File: src/rtl/mips_pkg.sv
// Shared types and field positions for the MIPS issue stage.
package mips_pkg;

  // Decoded control bundle; regwrite is the MSB.
  typedef struct packed {
    logic       regwrite;
    logic       memtoreg;
    logic       memwrite;
    logic       alusrc;
    logic       regdst;
    logic       branch;
    logic [2:0] alucontrol;
  } ctrl_t;

  localparam ctrl_t CTRL_NOP = '0;

  // Register specifier geometry inside an instruction word.
  localparam int unsigned REG_W  = 5;
  localparam int unsigned RS_LSB = 21;
  localparam int unsigned RT_LSB = 16;
  localparam int unsigned RD_LSB = 11;
  localparam int unsigned IMM_W  = 16;

endpackage

File: src/rtl/id_ex_issue_hazard_fwd.sv
// Operand forwarding from M and load-use hazard detection (combinational).
module hazard_fwd
  import mips_pkg::*;
#(
  parameter int unsigned XLEN = 32
) (
  input  logic [REG_W-1:0] rs_d,
  input  logic [REG_W-1:0] rt_d,
  input  logic             uses_rt_d,
  input  logic             valid_d,
  input  logic [XLEN-1:0]  rd1,
  input  logic [XLEN-1:0]  rd2,
  input  logic             regwrite_m,
  input  logic             memtoreg_m,
  input  logic [REG_W-1:0] writereg_m,
  input  logic [XLEN-1:0]  aluout_m,
  input  logic             valid_e,
  input  logic             memtoreg_e,
  input  logic [REG_W-1:0] writereg_e,
  output logic [XLEN-1:0]  srca_d,
  output logic [XLEN-1:0]  srcb_d,
  output logic             lu_hit
);

  logic fwd_ok_m;
  logic load_e;
  logic load_m;
  logic match_e;
  logic match_m;

  // Only a non-load M result is available to forward; register 0 never is.
  always_comb begin
    fwd_ok_m = regwrite_m & ~memtoreg_m & (writereg_m != '0);
    srca_d   = (fwd_ok_m && (writereg_m == rs_d)) ? aluout_m : rd1;
    srcb_d   = (fwd_ok_m && (writereg_m == rt_d)) ? aluout_m : rd2;
  end

  // A load in E or M whose destination is a source of the decode slot stalls it.
  always_comb begin
    load_e  = valid_e & memtoreg_e & (writereg_e != '0);
    load_m  = regwrite_m & memtoreg_m & (writereg_m != '0);
    match_e = (writereg_e == rs_d) | (uses_rt_d & (writereg_e == rt_d));
    match_m = (writereg_m == rs_d) | (uses_rt_d & (writereg_m == rt_d));
    lu_hit  = valid_d & ((load_e & match_e) | (load_m & match_m));
  end

endmodule

File: src/rtl/id_ex_issue.sv
// Decode-to-execute issue stage: regfile addressing, forwarding, load-use stall, ID/EX register.
module id_ex_issue
  import mips_pkg::*;
#(
  parameter int unsigned XLEN        = 32,
  parameter int unsigned STALL_CNT_W = 16
) (
  input  logic                   clk,
  input  logic                   reset,
  input  logic [31:0]            instr_d,
  input  logic [31:0]            pcplus4_d,
  input  logic                   valid_d,
  input  ctrl_t                  ctrl_d,
  input  logic                   uses_rt_d,
  output logic [4:0]             ra1,
  output logic [4:0]             ra2,
  input  logic [XLEN-1:0]        rd1,
  input  logic [XLEN-1:0]        rd2,
  input  logic                   regwrite_m,
  input  logic                   memtoreg_m,
  input  logic [4:0]             writereg_m,
  input  logic [XLEN-1:0]        aluout_m,
  input  logic                   hold_e,
  input  logic                   flush_e,
  output logic                   stall_d,
  output logic                   valid_e,
  output ctrl_t                  ctrl_e,
  output logic [XLEN-1:0]        srca_e,
  output logic [XLEN-1:0]        writedata_e,
  output logic [XLEN-1:0]        signimm_e,
  output logic [4:0]             rs_e,
  output logic [4:0]             rt_e,
  output logic [4:0]             writereg_e,
  output logic [31:0]            pcplus4_e,
  output logic [STALL_CNT_W-1:0] stall_cycles
);

  logic [REG_W-1:0] rs_d;
  logic [REG_W-1:0] rt_d;
  logic [REG_W-1:0] rd_d;
  logic [REG_W-1:0] rd_e;
  logic [XLEN-1:0]  srca_d;
  logic [XLEN-1:0]  srcb_d;
  logic [XLEN-1:0]  signimm_d;
  logic             lu_hit;
  logic             bubble;
  logic [5:0]       unused_opcode;

  // Field extraction; the opcode is consumed by the upstream decoder, not here.
  always_comb begin
    rs_d          = instr_d[RS_LSB +: REG_W];
    rt_d          = instr_d[RT_LSB +: REG_W];
    rd_d          = instr_d[RD_LSB +: REG_W];
    signimm_d     = {{(XLEN-IMM_W){instr_d[IMM_W-1]}}, instr_d[IMM_W-1:0]};
    unused_opcode = instr_d[31:26];
    ra1           = rs_d;
    ra2           = rt_d;
  end

  hazard_fwd #(.XLEN(XLEN)) u_hazard_fwd (
    .rs_d       (rs_d),
    .rt_d       (rt_d),
    .uses_rt_d  (uses_rt_d),
    .valid_d    (valid_d),
    .rd1        (rd1),
    .rd2        (rd2),
    .regwrite_m (regwrite_m),
    .memtoreg_m (memtoreg_m),
    .writereg_m (writereg_m),
    .aluout_m   (aluout_m),
    .valid_e    (valid_e),
    .memtoreg_e (ctrl_e.memtoreg),
    .writereg_e (writereg_e),
    .srca_d     (srca_d),
    .srcb_d     (srcb_d),
    .lu_hit     (lu_hit)
  );

  // Stall and bubble decisions; flush never affects the decode stall.
  always_comb begin
    stall_d    = lu_hit | hold_e;
    bubble     = flush_e | lu_hit | ~valid_d;
    writereg_e = ctrl_e.regdst ? rd_e : rt_e;
  end

  // ID/EX register: hold beats flush, bubbles are driven fully to zero.
  always_ff @(posedge clk or posedge reset) begin
    if (reset) begin
      valid_e     <= 1'b0;
      ctrl_e      <= CTRL_NOP;
      srca_e      <= '0;
      writedata_e <= '0;
      signimm_e   <= '0;
      rs_e        <= '0;
      rt_e        <= '0;
      rd_e        <= '0;
      pcplus4_e   <= '0;
    end else if (hold_e) begin
      valid_e     <= valid_e;
    end else if (bubble) begin
      valid_e     <= 1'b0;
      ctrl_e      <= CTRL_NOP;
      srca_e      <= '0;
      writedata_e <= '0;
      signimm_e   <= '0;
      rs_e        <= '0;
      rt_e        <= '0;
      rd_e        <= '0;
      pcplus4_e   <= '0;
    end else begin
      valid_e     <= 1'b1;
      ctrl_e      <= ctrl_d;
      srca_e      <= srca_d;
      writedata_e <= srcb_d;
      signimm_e   <= signimm_d;
      rs_e        <= rs_d;
      rt_e        <= rt_d;
      rd_e        <= rd_d;
      pcplus4_e   <= pcplus4_d;
    end
  end

  // Saturating count of load-use stall cycles not masked by an EX hold.
  always_ff @(posedge clk or posedge reset) begin
    if (reset) begin
      stall_cycles <= '0;
    end else if (lu_hit && !hold_e && (stall_cycles != '1)) begin
      stall_cycles <= stall_cycles + 1'b1;
    end
  end

endmodule

File: config.mk
export PLATFORM = sky130hd
export DESIGN_NAME = id_ex_issue
export DESIGN_NICKNAME = d
export VERILOG_FILES = /design/src/rtl/mips_pkg.sv /design/src/rtl/id_ex_issue_hazard_fwd.sv /design/src/rtl/id_ex_issue.sv
export SDC_FILE = /design/constraint.sdc
export NUM_CORES = 1
export LEC_CHECK = 0
export ABC_CLOCK_PERIOD_IN_PS = 11600
export BUFFER_PORTS_ARGS = -buffer_cell sky130_fd_sc_hd__buf_2
export CORE_AREA = 2 2 140 142
export DETAILED_ROUTE_END_ITERATION = 8
export DIE_AREA = 0 0 142 144
export GPL_ROUTABILITY_DRIVEN = 0
export PLACE_DENSITY = 0.75
export SYNTH_ARGS = -nofsm -noshare
export SYNTH_HDL_FRONTEND = slang
export SYNTH_SLANG_ARGS = --single-unit
File: constraint.sdc
create_clock -name clk -period 11.6 [get_ports clk]
set_input_delay 0 -clock clk [delete_from_list [all_inputs] [get_ports clk]]
set_output_delay 0 -clock clk [all_outputs]
set_load 0.03 [all_outputs]
# Word-level counts from Yosys, hierarchy flattened

Index checks and enable logic that the tools add are counted.

Word-level logic and storage cells: 60
Flip-flop bits (word level): 169
Output and inout port bits: 180

Equal/unequal tests: 5
Add/sub/neg operators: 1
Reductions and logical operators: 7
Bitwise operators: 19
Muxes and demuxes: 12

Operators with widths:

| operator                                                        | number |
|---|---|
| 32-bit 2-to-1 mux                                               | 6 |
| 5-bit equality test                                             | 4 |
| 5-bit 2-to-1 mux                                                | 4 |
| 16-bit by 1-bit adder with 16-bit output, second input constant | 1 |
| 16-bit != test, second input constant                           | 1 |
| 1-bit bitwise AND                                               | 11 |
| 5-bit nonzero test                                              | 2 |
| 9-bit 2-to-1 mux                                                | 1 |
| 1-bit OR                                                        | 6 |
| 1-bit logical AND                                               | 4 |
| 1-bit inverter                                                  | 2 |
| 1-bit logical NOT                                               | 1 |
| 1-bit 2-to-1 mux                                                | 1 |

# Logic depth before layout (Yosys ltp)

Gate-level depths: netlist of the first run.

Depth after elaboration: 10
Mapped depth: 12

# Modules after synthesis

Synthesis of the first run repeated with hierarchy kept, for this count alone.

Cell total of the unflattened synthesis: 509
Area, all modules: 7029.2 um^2

By module, submodules not included:

| module      | area each (um^2) | cells each | times used |
|---|---|---|---|
| id_ex_issue | 5699.2           | 402        | 1 |
| hazard_fwd  | 1330.0           | 107        | 1 |

# Worst setup path before layout of the first run

No wires, ideal clock.

Kind: register -> register
Start: reg ctrl_e[4] in the netlist's numbering
End: reg pcplus4_e[10]
Arrival: 2.635 ns
Setup time: 0.121 ns
Buffers on the path: 4
Clock period less this slack: 2.756 ns
Cell stages (with the launch flop): 13
Required time: 11.479 ns
Setup slack: 8.844 ns
Path through: dfrtp_1 > buf_6 > mux2i_1 > inv_1 > xnor2_1 > nand3_1 > o31ai_2 > a41oi_4 > and2_1 > clkbuf_1 > buf_6 > buf_6 > a22o_1

Longest elaborated chain between the ends: 10
Elaborated cells between the ends (all ways): 13
Classes of those cells: eq/ne: 2; mux: 2; bitwise: 8; reduce/logical: 1

Ends and longest elaborated chain:

| what                       | line                         | text |
|---|---|---|
| from (decl)                | id_ex_issue.sv:27            | `output ctrl_t ctrl_e,` |
| from (signal assigned)     | id_ex_issue.sv:112           | `ctrl_e <= ctrl_d;` |
| 5-bit 2-to-1 mux (*)       | id_ex_issue.sv:83            | `writereg_e = ctrl_e.regdst ? rd_e : rt_e;` |
| net writereg_e[3]          | id_ex_issue.sv:33            | `output logic [4:0] writereg_e,` |
| 5-bit equality test        | id_ex_issue_hazard_fwd.sv:42 | `match_e = (writereg_e == rs_d) \| (uses_rt_d & (writereg_e == rt_d));` |
| 1-bit bitwise AND          | id_ex_issue_hazard_fwd.sv:42 |  |
| 1-bit OR                   | id_ex_issue_hazard_fwd.sv:42 |  |
| 1-bit bitwise AND (*)      | id_ex_issue_hazard_fwd.sv:44 | `lu_hit = valid_d & ((load_e & match_e) \| (load_m & match_m));` |
| 1-bit OR (*)               | id_ex_issue_hazard_fwd.sv:44 |  |
| 1-bit bitwise AND (*)      | id_ex_issue_hazard_fwd.sv:44 |  |
| 1-bit OR (*) (2 in series) | id_ex_issue.sv:82            | `bubble = flush_e \| lu_hit \| ~valid_d;` |
| 32-bit 2-to-1 mux (*)      | id_ex_issue.sv:100           | `end else if (bubble) begin` |
| to (signal assigned)       | id_ex_issue.sv:119           | `pcplus4_e <= pcplus4_d;` |
| to (decl)                  | id_ex_issue.sv:34            | `output logic [31:0] pcplus4_e,` |

The timed path passes the listed nets; every way through them passes the cells marked *.
A chain may end at the register's enable or synchronous reset.

# Final worst setup path of the first run

Start: reg ctrl_e[4] in the netlist's numbering
End: reg writedata_e[1]

Longest elaborated chain between the ends: 10
Elaborated cells between the ends (all ways): 13
Classes of those cells: eq/ne: 2; mux: 2; bitwise: 8; reduce/logical: 1

Ends and longest elaborated chain:

| what                       | line                         | text |
|---|---|---|
| 5-bit 2-to-1 mux (*)       | id_ex_issue.sv:83            |  |
| 5-bit equality test        | id_ex_issue_hazard_fwd.sv:42 |  |
| 1-bit bitwise AND          | id_ex_issue_hazard_fwd.sv:42 |  |
| 1-bit OR                   | id_ex_issue_hazard_fwd.sv:42 |  |
| 1-bit bitwise AND (*)      | id_ex_issue_hazard_fwd.sv:44 |  |
| 1-bit OR (*)               | id_ex_issue_hazard_fwd.sv:44 |  |
| 1-bit bitwise AND (*)      | id_ex_issue_hazard_fwd.sv:44 |  |
| 1-bit OR (*) (2 in series) | id_ex_issue.sv:82            |  |
| 32-bit 2-to-1 mux (*)      | id_ex_issue.sv:100           |  |
| to (signal assigned)       | id_ex_issue.sv:114           | `writedata_e <= srcb_d;` |
| to (decl)                  | id_ex_issue.sv:29            | `output logic [XLEN-1:0] writedata_e,` |

Mark *: on every way between the ends. The rest lies on a longest branch, timed or not.

==> reports/qor.yml, run 1 <==
first_iter_violations: 242
power_per_cell_area_nw_per_um2: 127
rsz0062_at_grt: "false"
grt-ovfl-total: 0
route.antenna.remaining_nets: 0
vias: 6763
minimum_clock_period_after_layout_ns: 3.45
tritoncts_num_sinks: 148
syn_inst: 585
postCtsSetupBuffers: 0
grt_antenna_before_repair: 1
biggest_area_contributors_in_the_synthesized_netlist: "sky130_fd_sc_hd__dfrtp_1 (56%), sky130_fd_sc_hd__mux2i_1 (9.9%), sky130_fd_sc_hd__a22o_1 (8.8%)"
power_switching_share_pct: 29.6
synth_sequential_area_ratio_pct: 55.6
holdBufCountCts: 195
clock_tree.buffer_depth: 2
crit_path_end_kind: "flop"
power.switching_w: 0.000413
crit_start_category: "flop"
vdd_ir_drop_max_v: 0.0000962
track_usage_pct: 22.8
detail_route.wirelength_um: 24200
synth.ff_latch_count: 148
first_pass_iters: 7
layout.cells.most_common: "sky130_fd_sc_hd__buf_2"
ys.warnings.count: 0
crit_type: "reg -> reg"
p_seq_share_pct: 40.2
dieWidth_um: 142
arrival_ns: 3.67
syn_nets: 768
synth_cell_types: 32
synth_top_cell_by_area: "sky130_fd_sc_hd__dfrtp_1"
power.share.clock_pct: 40.1
die-area_um2: 20400
htreeDepth: 4
start_util_pct: 34.9
vias_per_cell: 5.03
run_status: "finished clean"
fin_worst_hold_slack_ns: 0.119
tightest_slew_ns: 1.12
cellInternalPower_w: 0.000983
grt_pass1_wl_um: 35900
power.share.combinational_pct: 19.7
finalSetupViolations: 0
grt_start_max_net_pins: 95
type_of_the_worst_min_delay_path: "in -> reg"
route.detailed.wl_per_inst_um: 18.0
timing.critical_path.required_ns: 11.82
final.period_utilization_pct: 29.7
first_global_vias: 6953
cp_slowest_stage_delay_ns: 0.90
die_h_um: 144
layout.cells.most_common_list: "sky130_fd_sc_hd__buf_2 (354), sky130_fd_sc_hd__dlygate4sd3_1 (195), sky130_fd_sc_hd__dfrtp_1 (148)"
critical_path.cell_chain: "mux2i_1, xor2_1, nand3_1, o31ai_2, a41oi_4, nand2_2, o21ai_0"
drc: 0
cts_tree: "built"
final_max_slew_viol_count: 0
hold_viol_final: 0
max_clock_freq_mhz: 290
crit_slowest_cell: "sky130_fd_sc_hd__nand2_2"
crit_fanout: 65
core-area_um2: 19100
worst_slack_ns: 8.15
floorplan.io_pins: 362
finalClockSkew_ns: 0.0125
placement.setup.worst_slack_ns: 8.14
place.port_buffers: 355
drive_gt1_share_pct: 36.5
cts_buffer_count: 17
clock-root-buffer: "sky130_fd_sc_hd__clkbuf_16"
syn_to_final_growth_pct: 64.3
cts_resized: 0
max_slew_margin_pct: 25.0
timing.setup.tns_ns: 0
synth_top_area_share_pct: 55.6
synth_area_per_cell_um2: 11.4
diodes: 0
layout.nets: 1276
power_leakage_nw: 5.62
floorplan.rows: 51
final_util_pct: 57.4
dpl.hpwl_um: 14500
clk-insertion-delay-late_ns: 0.41
timing.max_cap.violations: 0
synth.cell_area_um2: 6670
clkTransAtPathRegs_ns: 0.06
## synth_stat cells, drive strengths merged
cell type  number
clkbuf         26
mux2            2
a211oi          1
o21bai          1
nor4            6
o31ai           1
dfrtp         148
or4             1
mux2i          69
a21o            1
nand2b          1
nand2          73
and3            5
nand4           2
nand3          13
a22o           67
o21ai          65
nor2            5
a41oi           1
ha              1
nor3b           1
xor2           23
inv             8
nor3           12
buf            40
and2            1
xnor2          11
## per-layer routing
metal  vias up  track usage (%)  wire (µm)  part of all wire, %
met5         -                0          0                    0
met2       338             40.8      12400                   51
li1       3064                -          -                    -
met3        75             6.89       1800                  7.4
met4         0             10.5        933                  3.9
met1      3286             24.8       9090                   38
## worst max-delay path: cells and delay by family (launching register included)
family,cells,cell delay (ns)
DFF,1,0.60
AOI/OAI and AO/OA,3,0.87
muxes,1,0.55
xor gates and xnor gates,1,0.19
and+or+nand+nor,2,1.00
## power groups by stage
stage / Sequential (W) / Combinational, W / Clock, W
finish: 0.000562 / 0.000275 / 0.000560
global placement: 0.000569 / 0.000215 / 0
global route: 0.000565 / 0.000292 / 0.000599
CTS: 0.000561 / 0.000270 / 0.000576
floorplan: 0.000624 / 0.0000824 / 0
detailed placement: 0.000570 / 0.000218 / 0
## state kept, by name, indices dropped and copies added, names as in the netlist
signal	cells
ctrl_e	9
writedata_e	32
rs_e	5
stall_cycles	16
valid_e	1
pcplus4_e	32
srca_e	32
signimm_e	16
rt_e	5
## path summary, 6_finish.rpt
check,startpoint,to,slack (ns),cells after the start
setup reg to reg,ctrl_e[4],writedata_e[1],8.15,7
hold / removal,hold_e,valid_e,0.12,3
setup / recovery,ctrl_e[4],writedata_e[1],8.15,7
max in group asynchronous,reset,writedata_e[9],9.99,4
hold reg to reg,writedata_e[21],writedata_e[21],0.48,2
min in group asynchronous,reset,ctrl_e[2],0.29,3
## logic make-up (layout without fill, tap and decap cells)
family	after synthesis	count (layout)	synth area share, %
buffers and inverters	74	595	6.38
and+or+nand+nor	120	120	7.90
AOI/OAI and AO/OA	137	137	14.6
muxes	71	71	10.9
DFF	148	148	55.6
xor gates and xnor gates	34	34	4.47
adders and majority gates	1	1	0.188
## metrics by stage
| step | instance area [µm²] | power [W] | std cells |
|---|---|---|---|
| after global placement | 8400 | 0.000784 | 1117 |
| after global routing | 11000 | 0.00146 | 1344 |
| final | 11000 | 0.00140 | 1344 |
| after floorplan | 6670 | 0.000706 | 585 |
| after detailed placement | 8400 | 0.000788 | 1117 |
| after CTS | 11000 | 0.00141 | 1344 |
## area by class of cell
class                           count  area, µm²
Clock buffer                       17        425
Clock inverter                     15        173
Fill cell                        1525       8130
Inverter                            8       35.0
Multi-Input combinational cell    363       2550
Sequential cell                   148       3700
Tap cell                          238        298
Timing Repair Buffer              555       3770
Note: power is estimated with default switching activity, not from simulation.
==> run 2, diff against run 1 <==
ABC_CLOCK_PERIOD_IN_PS = 2850   (was 11600)
CORE_AREA = 2 2 139 141   (was 2 2 140 142)
DIE_AREA = 0 0 141 143   (was 0 0 142 144)
PLACE_DENSITY = 0.78   (was 0.75)
clock period = 2.85 ns   (was 11.6 ns; I/O delays follow)
==> reports/qor.yml, run 2 (synthesized netlist as in run 1, its figures left out) <==
type_of_the_worst_min_delay_path: "in -> reg"
max_clock_freq_mhz: 381
floorplan.io_pins: 362
power_per_cell_area_nw_per_um2: 519
place_area_um2: 8500
first_global_vias: 7271
timing.max_cap.violations: 0
finish.cell_count_without_fillers: 1347
crit_start_category: "flop"
finalSetupViolations: 0
power_leakage_nw: 5.64
run_status: "finished clean"
track_usage_pct: 24.5
dpl.hpwl_um: 14600
hold_viol_final: 0
drive_gt1_share_pct: 36.9
layout.cells.most_common_list: "sky130_fd_sc_hd__buf_2 (354), sky130_fd_sc_hd__dlygate4sd3_1 (194), sky130_fd_sc_hd__dfrtp_1 (147)"
reg.largest.list: "pcplus4_e (32), srca_e (32), writedata_e (32)"
clk-insertion-delay-late_ns: 0.42
grt_start_max_net_pins: 149
worst_r2r_startpoint: "ctrl_e[4]"
arrival_ns: 2.63
slack_of_the_worst_reg_to_reg_path_ns: 0.35
layout.nets: 1280
regToRegEndpoint: "stall_cycles[1]"
route.antenna.remaining_nets: 0
hold_path_startpoint: "aluout_m[27]"
detail_route.wirelength_um: 25600
first_pass_iters: 7
cts_tree: "built"
die-area_um2: 20200
crit_type: "reg -> out"
first_iter_violations: 328
finalClockSkew_ns: 0.0140
cts_buffer_count: 17
fillCellCount: 1411
htreeDepth: 4
core-area_um2: 18600
max_slew_margin_pct: 36.2
vdd_ir_drop_max_v: 0.000367
multi_input_area_um2: 2550
reg2regPathDepth: 9
rsz0062_at_grt: "false"
grt_antenna_before_repair: 3
grt_pass1_wl_um: 38600
launch_point_of_the_critical_path: "ctrl_e[4]"
final_design_area_no_fill_um2: 11100
die_h_um: 143
final_max_slew_viol_count: 0
worst_hold_path.num_cells: 3
tightest_slew_ns: 0.957
minimum_clock_period_after_layout_ns: 2.63
final.period_utilization_pct: 92.1
grt-ovfl-total: 0
vias_per_cell: 5.14
vias: 6917
tritoncts_num_sinks: 148
placed_cells_incl_taps: 1118
crit_fanout: 15
clkTransAtPathRegs_ns: 0.06
layout.cells.most_common: "sky130_fd_sc_hd__buf_2"
route.detailed.wl_per_inst_um: 19.0
start_util_pct: 35.9
placement.setup.worst_slack_ns: 0.258
floorplan.rows: 50
sequential_cell_area_um2: 3700
clock_tree.buffer_depth: 2
timing.critical_path.required_ns: 2.85
crit_path_end_kind: "output port"
dieWidth_um: 141
worst_slack_ns: 0.225
postCtsSetupBuffers: 0
syn_to_final_growth_pct: 65.8
final_util_pct: 59.5
clock-root-buffer: "sky130_fd_sc_hd__clkbuf_16"
worst_hold_path.endpoint: "srca_e[27]"
place.port_buffers: 355
drc: 0
timing.setup.tns_ns: 0
[run 2: cell count changes in the layout (fill, tap and decap cells not counted), sizes merged]
cell         before  now
buf             360  365
clkbuf           17   20
clkinv            6    2
clkinvlp          1    5
diode             0    3
dlygate4sd3     195  194
inv              14   11
[run 2: metal layers]
metal | track usage, % | up-vias | wire length (µm)
li1 | - | 3076 | -
met1 | 28.0 | 3403 | 9620
met2 | 43.3 | 385 | 13200
met3 | 6.20 | 53 | 1780
met4 | 11.2 | 0 | 932
met5 | 0 | - | 0
[run 2: layout make-up]
type	count	share of cell area (%)
inverters	8	0.306
repair buffers	559	34.9
flip-flops and latches	148	33.5
clock buffers	20	4.13
diodes	3	0.0679
multi-input cells	363	23.1
clock inverters	12	1.31
well taps	234	2.65
[run 2: worst max path at each step]
| stage | cells after the start | end |
|---|---|---|
| detailed placement | 9 | stall_cycles[1] |
| finish | 9 | stall_d |
| global route | 9 | stall_d |
| floorplan | 12 | pcplus4_e[10] |
| CTS | 9 | stall_d |
| global placement | 9 | stall_cycles[1] |
[run 2: metrics by stage]
step | hold WS [ns] | total power (W)
6_report | 0.0721 | 0.00574
2_1_floorplan | 0.128 | 0.00287
3_5_place_dp | 0.217 | 0.00322
5_1_grt | 0.0343 | 0.00594
3_3_place_gp | 0.212 | 0.00320
4_1_cts | 0.00969 | 0.00574
[run 2: critical path, stage by stage (launching register included)]
cell	delay, ns
sky130_fd_sc_hd__dfrtp_2	0.48
sky130_fd_sc_hd__mux2i_2	0.31
sky130_fd_sc_hd__inv_1	0.11
sky130_fd_sc_hd__xnor2_1	0.14
sky130_fd_sc_hd__nand3_1	0.10
sky130_fd_sc_hd__o31ai_2	0.31
sky130_fd_sc_hd__a41oi_4	0.19
sky130_fd_sc_hd__buf_4	0.23
sky130_fd_sc_hd__o21bai_1	0.13
sky130_fd_sc_hd__buf_2	0.21
[run 2: where the power goes]
group	total, W	switching, W	internal, W
Clock	0.00230	0.000949	0.00135
Sequential	0.00229	0.0000795	0.00221
Combinational	0.00114	0.000658	0.000482
[run 2: repair_timing]
item	CTS	global route
endpoints found under the hold margin	279	0
setup endpoints to repair	0	1
gates resized for setup	0	2
hold buffers	194	0
==> run 3, diff against run 2 <==
ABC_CLOCK_PERIOD_IN_PS = 3100   (was 2850)
CORE_AREA = 2 2 140 142   (was 2 2 139 141)
DIE_AREA = 0 0 142 144   (was 0 0 141 143)
PLACE_DENSITY = 0.75   (was 0.78)
REMOVE_ABC_BUFFERS = 1   (was not set)
SKIP_LAST_GASP = 1   (was not set)
clock period = 3.1 ns   (was 2.85 ns; I/O delays follow)
==> reports/qor.yml, run 3 (synthesized netlist as in run 1, its figures left out) <==
run_status: "finished clean"
worst_slack_ns: 0.184
dpl.hpwl_um: 14200
crit_type: "in -> reg"
final.period_utilization_pct: 94.1
max_clock_freq_mhz: 343
power_leakage_nw: 5.75
arrival_ns: 3.21
power_per_cell_area_nw_per_um2: 495
route.detailed.wl_per_inst_um: 17.8
grt_antenna_before_repair: 2
crit_start_category: "input port"
sequential_cell_area_um2: 3700
first_iter_violations: 350
layout.cells.most_common: "sky130_fd_sc_hd__buf_2"
worst_hold_path.endpoint: "stall_cycles[12]"
cts_tree: "built"
layout.nets: 1290
final_max_slew_viol_count: 0
timing.critical_path.required_ns: 3.40
floorplan.rows: 51
grt_start_max_net_pins: 68
placement.setup.worst_slack_ns: 0.318
rsz0062_at_grt: "false"
clkTransAtPathRegs_ns: 0.06
multi_input_area_um2: 2550
die-area_um2: 20400
die_h_um: 144
grt_pass1_wl_um: 36800
tightest_slew_ns: 0.723
finalSetupViolations: 0
vias: 6808
final_util_pct: 58.7
minimum_clock_period_after_layout_ns: 2.92
timing.max_cap.violations: 0
cts_buffer_count: 17
grt-ovfl-total: 0
clock-root-buffer: "sky130_fd_sc_hd__clkbuf_16"
layout.cells.most_common_list: "sky130_fd_sc_hd__buf_2 (354), sky130_fd_sc_hd__dlygate4sd3_1 (200), sky130_fd_sc_hd__dfrtp_1 (147)"
crit_path_end_kind: "flop"
max_slew_margin_pct: 51.8
dieWidth_um: 142
place.port_buffers: 355
crit_fanout: 16
vdd_ir_drop_max_v: 0.000352
worst_r2r_startpoint: "ctrl_e[4]"
vias_per_cell: 5.01
regToRegEndpoint: "writedata_e[23]"
launch_point_of_the_critical_path: "instr_d[22]"
start_util_pct: 34.9
fillCellCount: 1502
reg.largest.list: "pcplus4_e (32), srca_e (32), writedata_e (32)"
slack_of_the_worst_reg_to_reg_path_ns: 0.22
first_pass_iters: 5
route.antenna.remaining_nets: 0
clk-insertion-delay-late_ns: 0.42
finalClockSkew_ns: 0.0140
floorplan.io_pins: 362
hold_viol_final: 0
worst_hold_path.num_cells: 4
htreeDepth: 4
hold_path_startpoint: "valid_d"
type_of_the_worst_min_delay_path: "in -> reg"
tritoncts_num_sinks: 148
track_usage_pct: 23.0
drive_gt1_share_pct: 37.1
reg2regPathDepth: 9
syn_to_final_growth_pct: 68.0
core-area_um2: 19100
detail_route.wirelength_um: 24100
drc: 0
clock_tree.buffer_depth: 2
first_global_vias: 6960
[run 3: cell count changes in the layout (fill, tap and decap cells not counted), moves of 2 or more]
| cell | change |
|---|---|
| sky130_fd_sc_hd__diode_2 | -2 |
| sky130_fd_sc_hd__dlygate4sd3_1 | +6 |
| sky130_fd_sc_hd__clkbuf_8 | -2 |
| sky130_fd_sc_hd__buf_4 | +4 |
| sky130_fd_sc_hd__buf_6 | +2 |
| sky130_fd_sc_hd__bufinv_16 | +3 |
| sky130_fd_sc_hd__buf_12 | -2 |
| sky130_fd_sc_hd__clkinvlp_4 | -5 |
| sky130_fd_sc_hd__clkinv_4 | -2 |
| sky130_fd_sc_hd__inv_8 | +4 |
| sky130_fd_sc_hd__inv_6 | +3 |
[run 3: metal layers]
layer | part of all wire [%] | track usage [%] | up-vias
li1 | - | - | 3098
met1 | 39 | 26.8 | 3318
met2 | 51 | 39.9 | 317
met4 | 4.3 | 11.7 | 2
met5 | 0.050 | 0 | -
met3 | 5.8 | 5.20 | 73
[run 3: final cells by class]
type                       instances  share of cell area (%)
antenna                            1                  0.0223
clock buffer                      17                    3.80
clock inverter                    15                    2.23
inverter                           8                   0.313
multi-input combinational        363                    22.8
sequential                       148                    33.1
tap                              238                    2.66
timing repair buffer             569                    35.1
[run 3: timing repair]
action / 4_1_cts / 5_1_grt
resized for setup: 0 / 4
buffers inserted: 0 / 1
setup endpoints to repair: 0 / 4
endpoints found under the hold margin: 186 / 0
hold buffers: 200 / 0
[run 3: worst max-delay path by stage]
stage	end	slack (ns)	depth (start not counted)
floorplan	signimm_e[30]	-3.21	8
global placement	signimm_e[4]	0.41	9
detailed placement	pcplus4_e[2]	0.32	9
CTS	writedata_e[7]	0.11	11
global route	writedata_e[7]	0.04	11
finish	srca_e[23]	0.18	11
[run 3: report_power, final]
| part | switching [W] | leakage (nW) | total [W] | internal, W |
|---|---|---|---|---|
| Clock | 0.000930 | 0.333 | 0.00240 | 0.00147 |
| Combinational | 0.000598 | 3.42 | 0.00105 | 0.000449 |
| Sequential | 0.0000679 | 2.00 | 0.00210 | 0.00203 |
| Total | 0.00160 | 5.75 | 0.00555 | 0.00395 |
[run 3: critical path, cell delays in order]
cell	delay, ns
sky130_fd_sc_hd__dlygate4sd3_1	0.56
sky130_fd_sc_hd__buf_2	0.16
sky130_fd_sc_hd__xor2_1	0.16
sky130_fd_sc_hd__nor3_1	0.18
sky130_fd_sc_hd__nand3_1	0.14
sky130_fd_sc_hd__nor3_2	0.26
sky130_fd_sc_hd__buf_6	0.29
sky130_fd_sc_hd__mux2i_1	0.24
sky130_fd_sc_hd__dlygate4sd3_1	0.58
sky130_fd_sc_hd__o21ai_0	0.07
sky130_fd_sc_hd__dlygate4sd3_1	0.56
[run 3: per-stage QoR]
step | power, W | TNS, ns | hold WS [ns] | instance area [µm²] | instances
2_1_floorplan | 0.00257 | -570.68 | 0 | 6270 | 519
3_3_place_gp | 0.00294 | 0 | 0.104 | 8500 | 1125
3_5_place_dp | 0.00295 | 0 | 0.101 | 8500 | 1125
4_1_cts | 0.00558 | 0 | 0.131 | 11200 | 1357
5_1_grt | 0.00576 | 0 | 0.164 | 11200 | 1359
6_report | 0.00555 | 0 | 0.159 | 11200 | 1359
